<file path="config.mk">
export PLATFORM = sky130hd
export DESIGN_NAME = serial_adder_ctrl
export DESIGN_NICKNAME = d
export VERILOG_FILES = /design/src/rtl/serial_adder_ctrl.sv
export SDC_FILE = /design/constraint.sdc
export NUM_CORES = 1
export LEC_CHECK = 0
export ABC_AREA = 0
export BUFFER_PORTS_ARGS = -buffer_cell sky130_fd_sc_hd__buf_4
export CAP_MARGIN = 20
export CELL_PAD_IN_SITES_DETAIL_PLACEMENT = 1
export CELL_PAD_IN_SITES_GLOBAL_PLACEMENT = 2
export CORE_MARGIN = 3
export CORE_UTILIZATION = 28
export CTS_CLUSTER_SIZE = 20
export DETAILED_ROUTE_END_ITERATION = 16
export PLACE_DENSITY = 0.78
export SETUP_SLACK_MARGIN = 0.5
export SLEW_MARGIN = 5
export SYNTH_ARGS = -nofsm -noshare
export SYNTH_HDL_FRONTEND = slang
export SYNTH_SLANG_ARGS = --single-unit
</file>
<file path="constraint.sdc">
create_clock -name clk -period 1.2 [get_ports clk]
set_input_delay 0.12 -clock clk [delete_from_list [all_inputs] [get_ports clk]]
set_output_delay 0.12 -clock clk [all_outputs]
set_load 0.05 [all_outputs]
</file>
<file path="src/rtl/serial_adder_ctrl.sv">
// serial_adder_ctrl: bit-serial WIDTH-bit adder, one shared full adder stepped LSB first.
module half_adder (
  input  logic a_i,
  input  logic b_i,
  output logic s_o,
  output logic c_o
);
  assign s_o = a_i ^ b_i;
  assign c_o = a_i & b_i;
endmodule

module serial_adder_ctrl #(
  parameter int WIDTH = 8
) (
  input  logic             clk,
  input  logic             rst,
  input  logic             start,
  input  logic [WIDTH-1:0] a,
  input  logic [WIDTH-1:0] b,
  output logic             busy,
  output logic             done,
  output logic [WIDTH-1:0] sum,
  output logic             carry_out
);
  localparam int CW = $clog2(WIDTH);
  localparam logic [CW-1:0] LAST = CW'(WIDTH - 1);
  // Encoding chosen so busy and done are straight flop outputs.
  localparam logic [1:0] IDLE = 2'b00;
  localparam logic [1:0] RUN  = 2'b01;
  localparam logic [1:0] DONE = 2'b10;
  logic [1:0]       state_q, state_d;
  logic [WIDTH-1:0] a_q, a_d, b_q, b_d, s_q, s_d, sum_q, sum_d;
  logic             c_q, c_d, cout_q, cout_d;
  logic [CW-1:0]    cnt_q, cnt_d;
  logic             h0_s, h0_c, h1_s, h1_c, fa_c;
  half_adder u_ha0 (.a_i(a_q[0]), .b_i(b_q[0]), .s_o(h0_s), .c_o(h0_c));
  half_adder u_ha1 (.a_i(h0_s),   .b_i(c_q),    .s_o(h1_s), .c_o(h1_c));
  assign fa_c = h0_c | h1_c;
  always_comb begin
    state_d = state_q;
    a_d     = a_q;
    b_d     = b_q;
    s_d     = s_q;
    c_d     = c_q;
    cnt_d   = cnt_q;
    sum_d   = sum_q;
    cout_d  = cout_q;
    if (state_q == IDLE && start) begin
      a_d     = a;
      b_d     = b;
      s_d     = '0;
      c_d     = 1'b0;
      cnt_d   = '0;
      state_d = RUN;
    end else if (state_q == RUN) begin
      a_d   = a_q >> 1;
      b_d   = b_q >> 1;
      s_d   = {h1_s, s_q[WIDTH-1:1]};
      c_d   = fa_c;
      cnt_d = cnt_q + 1'b1;
      if (cnt_q == LAST) begin
        sum_d   = s_d;
        cout_d  = fa_c;
        state_d = DONE;
      end
    end else if (state_q != IDLE) begin
      state_d = IDLE;
    end
  end
  always_ff @(posedge clk) begin
    if (rst) begin
      state_q <= IDLE;
      a_q     <= '0;
      b_q     <= '0;
      s_q     <= '0;
      c_q     <= 1'b0;
      cnt_q   <= '0;
      sum_q   <= '0;
      cout_q  <= 1'b0;
    end else begin
      state_q <= state_d;
      a_q     <= a_d;
      b_q     <= b_d;
      s_q     <= s_d;
      c_q     <= c_d;
      cnt_q   <= cnt_d;
      sum_q   <= sum_d;
      cout_q  <= cout_d;
    end
  end
  assign busy      = state_q[0];
  assign done      = state_q[1];
  assign sum       = sum_q;
  assign carry_out = cout_q;
endmodule

</file>
# ---- After elaboration in Yosys (flattened, before gate mapping)
# Index checks and enable logic that the tools add are counted.
# Widths: inputs -> output; s select.
dict set report totals {
  latch_bits 0
  word_cells 38
  n_memories 0
  ff_bits 39
  ramBits 0
  rom_bits 0
}
dict set report classes {
  n_reduce_logical 10
  n_mux 8
  n_addsub 1
  shifts 0
  bitwise 6
  eq_ne 4
  n_mul 0
  div 0
  magnitude_cmp 0
}
# op n
set ops {}
lappend ops {{$mux 8} 4}
lappend ops {{$mux 2} 3}
lappend ops {{$reduce_bool 2->1} 3}
lappend ops {{$reduce_and 2->1} 2}
lappend ops {{$add 3x1->3 const B} 1}
lappend ops {{$eq 3x3->1 const B} 1}
lappend ops {{$ne 3x2->1 const B} 1}
lappend ops {{$reduce_and 3->1} 1}
lappend ops {{$reduce_bool 3->1} 1}
lappend ops {{$and 1x1->1} 2}
lappend ops {{$eq 2x1->1 const B} 1}
lappend ops {{$logic_not 2->1} 1}
lappend ops {{$ne 2x1->1 const B} 1}
lappend ops {{$reduce_or 2->1} 1}
lappend ops {{$xor 1x1->1} 2}
lappend ops {{$logic_and 1x1->1} 1}
lappend ops {{$mux 1} 1}
lappend ops {{$not 1->1} 1}
lappend ops {{$or 1x1->1} 1}

# ---- Logic depth before layout (Yosys ltp)
# Gate-level depths: netlist of the first run.
dict set report logic_depth {
  depth_word 4
  depth_mapped 6
  depth_no_buf 5
}

# ---- Modules after synthesis
# A second synthesis of the first run with hierarchy kept.
dict set report unflattened {
  cells_unflattened 183
  hier_area_um2 1506.4
}
# mod instances area_each_um2 cells_each
set by_module_without_submodules {}
lappend by_module_without_submodules {serial_adder_ctrl 1 1481.4 181}
lappend by_module_without_submodules {half_adder 2 12.5 1}

# ---- Least setup slack after synthesis of the first run
# Ideal clock, no wire load.
dict set report synth_timing {
  path_type {reg2reg}
  start {register state_q[0]}
  end {register a_q[0]}
  stages_incl_launch_ff 7
  path_buffers 3
  setup_slack_ps -370
  t_required_ps 1066
  period_less_slack_ps 1570
  setup_ps 134
  t_arrival_ps 1436
  cell_sequence {dfxtp_1 > buf_6 > or3b_1 > buf_6 > buf_6 > nor2_1 > nor4_1}
}
dict set report synth_via {
  elab_chain_cells 3
  word_cells_on_any_way 5
  cone_classes {1 x eq/ne; 1 x mux; 3 x reduce/logical}
}
# element line_no
set synth_rtl {}
lappend synth_rtl {{from (decl)} 31} ;# logic [1:0] state_q, state_d;
lappend synth_rtl {{from (signal assigned)} 81} ;# state_q <= state_d;
lappend synth_rtl {{$logic_not 2->1} 48} ;# if (state_q == IDLE && start) begin
lappend synth_rtl {{$logic_and 1x1->1} 48}
lappend synth_rtl {{$mux 8 or $reduce_bool 2->1 (tied branches)} n/a}
lappend synth_rtl {{to (signal assigned)} 73} ;# a_q <= '0;
lappend synth_rtl {{to (signal assigned)} 82} ;# a_q <= a_d;
lappend synth_rtl {{to (decl)} 32} ;# logic [WIDTH-1:0] a_q, a_d, b_q, b_d, s_q, s_d, sum_q, sum_d;
# Several ways; a longest one is shown, not always the timed one.
# A chain may end at the register's enable or synchronous reset.

# ---- Worst setup path in the final report of the first run
dict set report layout_timing {
  start {register state_q[0]}
  end {register a_q[6]}
}
# The elaborated chain is that of the path after synthesis.

==> qor.yml, run 1 <==
regArea_sq_um: 787
fp.coreArea_sq_um: 5170
hold_path.class: "in2reg"
final_core_util_pct: 49.2
die_y_microns: 79.6
arrival_ns: 1.42
fin_crit_sh_pct: 103
vias_per_cell: 4.74
grt_usage_pct: 14.8
ff2ff_setup_slack_ns: -0.04
hold_viol: 0
r2r_end: "a_q[6]"
setup_viol: 11
antenna_cells: 0
tritoncts: "done"
dpl_cell_area_sq_um: 1920
rsz0062_at_grt: "true"
avgSynthCellArea_sq_um: 8.15
fin_cells: 308
drt-pass1-iter-count: 4
r2r_cells: 4
grt_pass1_wl_mm: 7.25
ys_warn_count: 0
drv_slew: 0
clk_pin_slew_ns: 0.07
holdBufCountCts: 0
dpl.hpwl_mm: 2.63
wire_per_inst_microns: 15.0
power.leakage_nw: 1.01
synth_top_cells_by_area: "dfxtp_1, nor2_1, nand2_1, a21oi_1, nor4_1"
netlist.area_leader.share_pct: 50.2
area_growth_pct: 67.9
dp.cells: 284
seq_area_frac_synth_pct: 50.2
setup_slack_ns: -0.0356
async_flop_share_pct: 0
path_max_fanout: 6
cts-root-buf: "clkbuf_8"
multi_input_area_sq_um: 891
worstMarginPinSlew_ns: 0.241
dr_total_vias: 1459
grt_pass1_vias: 1481
critPathKind: "reg2reg"
cts_buffers: 5
relSlewSlack_pct: 83.8
portBuffers: 29
grt-ovfl-total: 0
synth_flop_cell: "dfxtp_1"
postRouteAntennaNets: 0
drc: 0
critPathCaptureType: "flop"
drt-total-wl_mm: 4.61
clk-insertion-delay-late_ns: 0.29
detailedPlace.worstSlack_ns: -0.0518
synthAdderAreaFrac_pct: 2.97
synth_top_area_cell: "dfxtp_1"
ir_drop_uv: 531
clock_path_buffers: 2
drtIter0Drc: 33
yosys.area_share.simple_pct: 30.9
antenna_found_initial: 0
synth_edf_count: 0
post-route-min-period_ns: 1.24
start_util_pct: 29.3
finClkSkew_ns: 0.00331
cts.sinks: 38
fillers: 588
start_kind: "flop"
io_pins: 30
synth.distinct_cells: 26
synth-compound-area-share_pct: 8.42
drive_gt1_share_pct: 52.5
htree_levels: 2
violations: "negative setup slack"
status: "complete, but fails checks"
ys_seq_elements: 38
gp_congestion: 0.666
cap_violations: 0
core.rowCount: 26
syn_inst: 186
die_x_microns: 79.6
endpoint: "a_q[6]"
power_per_cell_area_nw_per_um2: 1080
r2r-start: "state_q[0]"
synthMuxAreaShare_pct: 0.660
fmax_mhz: 809
grt_max_degree: 21
required_ns: 1.38
die_area_sq_um: 6330
synth_top_family_by_area: "simple AND/OR/NAND/NOR gates"
synth_xor_area_share_pct: 0.578
finalNetCount: 259
critPathLaunch: "state_q[0]"
synth_nets: 208
stdcell_area_sq_um: 2550
syn_area_sq_um: 1520
[cells in the mapped netlist, types with 2 or more instances]
cell type,n
a21oi_1,19
a22oi_1,2
nor4_1,14
buf_2,4
buf_6,4
nor2_1,44
nand2_1,29
nor2_2,2
nand3_1,9
clkbuf_1,5
dfxtp_1,38
ha_1,2
[registers in the layout, indices dropped and copies added, names as in the netlist]
| name | cells |
|---|---|
| c_q | 1 |
| cnt_q | 3 |
| s_q | 7 |
| sum | 8 |
| a_q | 8 |
| b_q | 8 |
| state_q | 2 |
| carry_out | 1 |
[through the flow]
step | power (W) | TNS (ns) | hold slack [ns]
2_1_floorplan | 0.00157 | -4.03 | 0.281
3_3_place_gp | 0.00168 | -0.0419 | 0.378
3_5_place_dp | 0.00169 | -0.209 | 0.381
4_1_cts | 0.00269 | 0 | 0.0748
5_1_grt | 0.00289 | -1.21 | 0.0703
6_report | 0.00274 | -0.200 | 0.0775
[metal layers]
metal / GRT usage (%) / up-vias / wire, microns
li1: - / 720 / -
met1: 17.8 / 705 / 1950
met5: 0 / - / 0
met2: 25.0 / 27 / 2440
met3: 3.39 / 7 / 149
met4: 6.70 / 0 / 72
[kinds of logic (layout without fill, tap and decap cells)]
kind of cell | Yosys count | after routing
AOI/OAI and AO/OA | 23 | 23
xor gates and xnor gates | 1 | 1
adders and majority gates | 3 | 3
buffers and inverters | 15 | 67
DFF | 38 | 38
muxes | 1 | 1
and+or+nand+nor | 105 | 105
[where the power goes]
| group | total [W] | leakage (nW) | switching, W | internal (W) |
|---|---|---|---|---|
| Sequential | 0.00135 | 0.318 | 0.0000426 | 0.00131 |
| Clock | 0.000912 | 0.0482 | 0.000449 | 0.000464 |
| Combinational | 0.000475 | 0.642 | 0.000231 | 0.000244 |
[area by class of cell]
class / count / share of cell area, %
Multi-Input combinational cell: 133 / 35.0
Sequential cell: 38 / 30.9
Timing Repair Buffer: 58 / 26.9
Tap cell: 70 / 3.44
Clock buffer: 7 / 3.39
Clock inverter: 1 / 0.197
Inverter: 1 / 0.147
[worst max-delay path: stages, from the launching register on]
cell and delay, ns:
dfxtp_4 0.35, or3b_4 0.44, buf_6 0.17, nor2_1 0.10, nor4_1 0.06
[layout by cell type (no fill, tap or decap), types with 2 or more instances in the layout]
cell       n
nor2_2    12
buf_8     12
a21oi_2    4
nand2_2    3
ha_4       2
nand2_4    4
clkbuf_8   6
nor4_1    10
nor2_4     7
dfxtp_4    3
dfxtp_2   12
buf_6      4
buf_4     32
a21oi_1   15
nand2b_4   2
dfxtp_1   23
nand2_1   22
nor2_1    27
nand3_1    9
buf_12     7
nor4_2     4
buf_16     2
[worst min-delay path by stage]
stage	from	end	depth (start not counted)
after global routing	rst	sum[3]	2
final	rst	sum[3]	2
after CTS	rst	sum[3]	2
after global placement	b[7]	b_q[7]	3
after detailed placement	a[7]	a_q[7]	3
after floorplan	a[7]	a_q[7]	2
[repair_timing]
action	CTS	global route
gates resized for setup	42	49
endpoints found under the setup margin	49	49
gates cloned	2	1
pin swaps	10	13
setup buffers	5	8
Power figures use the tool's default switching activity.
==> run 2, diff against run 1 <==
--- a/config.mk
+++ b/config.mk
@@ -11,10 +11,10 @@
 export CELL_PAD_IN_SITES_DETAIL_PLACEMENT = 1
 export CELL_PAD_IN_SITES_GLOBAL_PLACEMENT = 2
 export CORE_MARGIN = 3
-export CORE_UTILIZATION = 28
+export CORE_UTILIZATION = 31
 export CTS_CLUSTER_SIZE = 20
 export DETAILED_ROUTE_END_ITERATION = 16
-export PLACE_DENSITY = 0.78
+export PLACE_DENSITY = 0.81
 export SETUP_SLACK_MARGIN = 0.5
 export SLEW_MARGIN = 5
 export SYNTH_ARGS = -nofsm -noshare
==> constraint.sdc (replaced) <==
create_clock -name clk -period 1.3 [get_ports clk]
set_input_delay 0.13 -clock clk [delete_from_list [all_inputs] [get_ports clk]]
set_output_delay 0.13 -clock clk [all_outputs]
set_load 0.05 [all_outputs]
==> qor.yml, run 2 (synthesized netlist as in run 1, its figures left out) <==
drt-pass1-iter-count: 4
layout_common_cells: "nor2_1, nand2_1, dfxtp_1"
worstMarginPinSlew_ns: 0.298
power.leakage_nw: 0.860
finalNetCount: 245
grt_max_degree: 28
grt_pass1_vias: 1428
critPathKind: "reg2reg"
drv_slew: 0
drc: 0
dp.cells: 274
fmax_mhz: 806
setup_viol: 0
multi_input_area_sq_um: 748
ir_drop_uv: 454
wire_per_inst_microns: 13.9
drtIter0Drc: 82
fp.coreArea_sq_um: 4530
cp_slowest_cell: "or3b_4"
antenna_found_initial: 0
postRouteAntennaNets: 0
final_core_util_pct: 48.4
clk_pin_slew_ns: 0.07
antenna_cells: 0
required_ns: 1.47
hold_path.class: "in2reg"
power_per_cell_area_nw_per_um2: 1060
relSlewSlack_pct: 80.2
fin_crit_sh_pct: 95.4
dpl.hpwl_mm: 2.73
area_growth_pct: 44.8
dr_total_vias: 1388
mostFrequentLayoutCell: "nor2_1"
arrival_ns: 1.41
status: "complete, no violations"
grt-ovfl-total: 0
min_from: "b[7]"
cap_violations: 0
r2r-start: "state_q[0]"
die_y_microns: 75.9
drive_gt1_share_pct: 35.9
cts_buffers: 5
clk-insertion-delay-late_ns: 0.29
io_pins: 30
drt-total-wl_mm: 4.00
die_area_sq_um: 5770
fillers: 535
critical_path.cell_chain: "or3b_4 > buf_12 > nor2_1 > nor4_2"
critPathLaunch: "state_q[0]"
grt_pass1_wl_mm: 6.74
post-route-min-period_ns: 1.24
crit_path_max_incr_delay_ns: 0.42
path_max_fanout: 14
htree_levels: 2
tns_ns: 0
cts-root-buf: "clkbuf_8"
start_kind: "flop"
tritoncts: "done"
clock_path_buffers: 2
holdBufCountCts: 0
critPathCaptureType: "flop"
die_x_microns: 75.9
grt_usage_pct: 14.8
portBuffers: 29
fin_cells: 288
gp_congestion: 0.725
hold_viol: 0
finClkSkew_ns: 0.00522
cts.sinks: 38
vias_per_cell: 4.82
core.rowCount: 24
start_util_pct: 33.4
regArea_sq_um: 783
rsz0062_at_grt: "true"
run 2: critical path, delay by kind of cell (launching register included):
kind / cells / cell delay (ns)
AND/OR/NAND/NOR: 3 / 0.59
flip-flops: 1 / 0.35
buffers and inverters: 1 / 0.17
run 2: repair_timing:
item,4_1_cts,5_1_grt
endpoints found under the hold margin,0,0
pin swaps,4,2
buffers inserted,4,2
cloned,1,0
endpoints found under the setup margin,49,49
resized for setup,46,8
run 2: final timing paths:
kind,endpoint,slack [ns],cells past startpoint
setup reg to reg,a_q[0],0.06,4
setup / recovery,a_q[0],0.06,4
hold / removal,b_q[7],0.08,3
hold reg to reg,s_q[1],0.47,2
run 2: final cells by class:
type,count,share of cell area (%)
multi-input cells,133,34.1
repair buffers,44,22.9
flip-flops and latches,38,35.7
well taps,65,3.70
clock buffers,7,3.48
inverters,1,0.171
run 2: layer usage:
layer  part of all wire, %  track usage, %  vias up
met5                     0               0        -
met4                   1.7            5.98        0
met3                   4.2            4.98        7
met2                    51            25.6       28
met1                    43            16.7      664
li1                      -               -      689
run 2: per-stage QoR:
stage               setup WS [ns]  hold WS [ns]  total power [W]  area, sq um
finish                     0.0598        0.0815          0.00234         2200
global route               0.0148        0.0971          0.00246         2200
CTS                        0.0751        0.0747          0.00236         2150
detailed placement         0.0117         0.388          0.00154         1840
global placement           0.0898         0.383          0.00152         1840
floorplan                 -0.0999         0.291          0.00145         1570
run 2: power by group:
part / switching [W] / internal (W)
registers: 0.0000320 / 0.00121
logic: 0.000159 / 0.000159
clock network: 0.000405 / 0.000369
total: 0.000596 / 0.00174
==> run 3, diff against run 2 <==
--- a/config.mk
+++ b/config.mk
@@ -8,13 +8,12 @@
 export ABC_AREA = 0
 export BUFFER_PORTS_ARGS = -buffer_cell sky130_fd_sc_hd__buf_4
 export CAP_MARGIN = 20
-export CELL_PAD_IN_SITES_DETAIL_PLACEMENT = 1
-export CELL_PAD_IN_SITES_GLOBAL_PLACEMENT = 2
 export CORE_MARGIN = 3
-export CORE_UTILIZATION = 31
+export CORE_UTILIZATION = 35
 export CTS_CLUSTER_SIZE = 20
 export DETAILED_ROUTE_END_ITERATION = 16
-export PLACE_DENSITY = 0.81
+export MAX_ROUTING_LAYER = met4
+export PLACE_DENSITY = 0.59
 export SETUP_SLACK_MARGIN = 0.5
 export SLEW_MARGIN = 5
 export SYNTH_ARGS = -nofsm -noshare
==> qor.yml, run 3 (synthesized netlist as in run 1, its figures left out) <==
drtIter0Drc: 67
vias_per_cell: 4.97
core.rowCount: 23
fmax_mhz: 826
die_x_microns: 71.8
status: "complete, no violations"
cts.sinks: 38
gp_congestion: 0.763
pwr-share-seq_pct: 50.8
holdBufCountCts: 0
post-route-min-period_ns: 1.21
fp.coreArea_sq_um: 4090
critPathKind: "reg2reg"
cp_slowest_cell: "or3b_4"
postRouteAntennaNets: 0
die_area_sq_um: 5160
worstMarginPinSlew_ns: 0.284
die_y_microns: 71.8
finClkSkew_ns: 0.00572
drc: 0
combPwrFrac_pct: 14.7
grt_max_degree: 28
cap_violations: 0
ir_drop_uv: 664
path_max_fanout: 11
critical_path.cell_chain: "or3b_4 > buf_12 > nor2_1 > nor4_1"
drive_gt1_share_pct: 40.1
hold_path.class: "in2reg"
htree_levels: 2
clock_path_buffers: 2
start_kind: "flop"
grt_pass1_vias: 1267
io_pins: 30
p_clk_share_pct: 34.5
fin_cells: 282
cts-root-buf: "clkbuf_8"
portBuffers: 29
start_util_pct: 37.1
swShare_pct: 25.3
dp.cells: 261
dr_total_vias: 1401
hold_viol: 0
tns_ns: 0
power_w: 0.00245
clk-insertion-delay-late_ns: 0.29
dpl.hpwl_mm: 2.20
drv_slew: 0
wire_per_inst_microns: 12.6
area_growth_pct: 51.7
grt-ovfl-total: 0
power.leakage_nw: 0.949
crit_path_max_incr_delay_ns: 0.42
switching_power_w: 0.000620
fillers: 375
cts_buffers: 5
power_per_cell_area_nw_per_um2: 1070
required_ns: 1.47
hold_slack_ns: 0.113
drt-total-wl_mm: 3.56
antenna_cells: 0
tritoncts: "done"
fin_crit_sh_pct: 93.1
internal_power_w: 0.00183
rsz0062_at_grt: "true"
clk_pin_slew_ns: 0.07
drt-pass1-iter-count: 4
mostFrequentLayoutCell: "nor2_1"
detailedPlace.worstSlack_ns: 0.0511
grt_usage_pct: 14.5
grt_pass1_wl_mm: 5.69
critPathCaptureType: "flop"
setup_slack_ns: 0.0899
setup_viol: 0
arrival_ns: 1.38
layout_common_cells: "nor2_1, buf_4, nand2_1"
relSlewSlack_pct: 81.1
finalNetCount: 253
antenna_found_initial: 0
## run 3: cell types whose count changed in the layout (fill, tap and decap cells not counted), sizes merged
cell	delta
inv	+1
o21ba	+1
clkinv	+1
buf	+5
clkbuf	+1
## run 3: area by class of cell
type	count	area, sq um	share of cell area (%)
sequential	38	779	33.9
clock buffer	6	82.6	3.59
clock inverter	2	11.3	0.490
inverter	1	3.75	0.163
tap	50	62.6	2.72
timing repair buffer	51	567	24.6
multi-input combinational	134	793	34.5
## run 3: critical path: cells and delay by family (launching register included)
kind / cells / cell delay (ns)
AND/OR/NAND/NOR: 3 / 0.57
flip-flops: 1 / 0.35
buffers and inverters: 1 / 0.16
## run 3: per-layer routing
metal | vias up | GRT usage, % | part of all wire (%)
met5 | - | - | 0
met4 | 0 | 4.38 | 0.53
met3 | 2 | 5.47 | 5.1
met2 | 32 | 23.2 | 49
met1 | 655 | 17.0 | 45
li1 | 712 | - | -
## run 3: final timing paths
check / start / end / slack (ns) / depth (start not counted)
worst min-delay path: a[7] / a_q[7] / 0.11 / 3
worst max-delay path: state_q[0] / a_q[1] / 0.09 / 4
worst min register to register: s_q[1] / sum[0] / 0.46 / 2
worst max register to register: state_q[0] / a_q[1] / 0.09 / 4
## run 3: power groups by stage
stage	Clock, W	Combinational (W)	Sequential, W
2_1_floorplan	0	0.000174	0.00127
3_3_place_gp	0	0.000271	0.00127
3_5_place_dp	0	0.000272	0.00127
4_1_cts	0.000874	0.000302	0.00124
5_1_grt	0.000919	0.000394	0.00125
6_report	0.000845	0.000361	0.00125
## run 3: metrics by stage
stage / cell area (sq um) / utilization (%)
after CTS: 2110 / 51.6
after floorplan: 1570 / -
after global placement: 1850 / 45.3
after detailed placement: 1850 / 45.3
final: 2300 / 56.3
after global routing: 2300 / 56.3
## run 3: what timing repair did
| item | in CTS | in global routing |
|---|---|---|
| setup endpoints to repair | 49 | 49 |
| pin swaps | 2 | 8 |
| setup buffers | 3 | 7 |
| cloned | 1 | 2 |
| resized for setup | 37 | 19 |
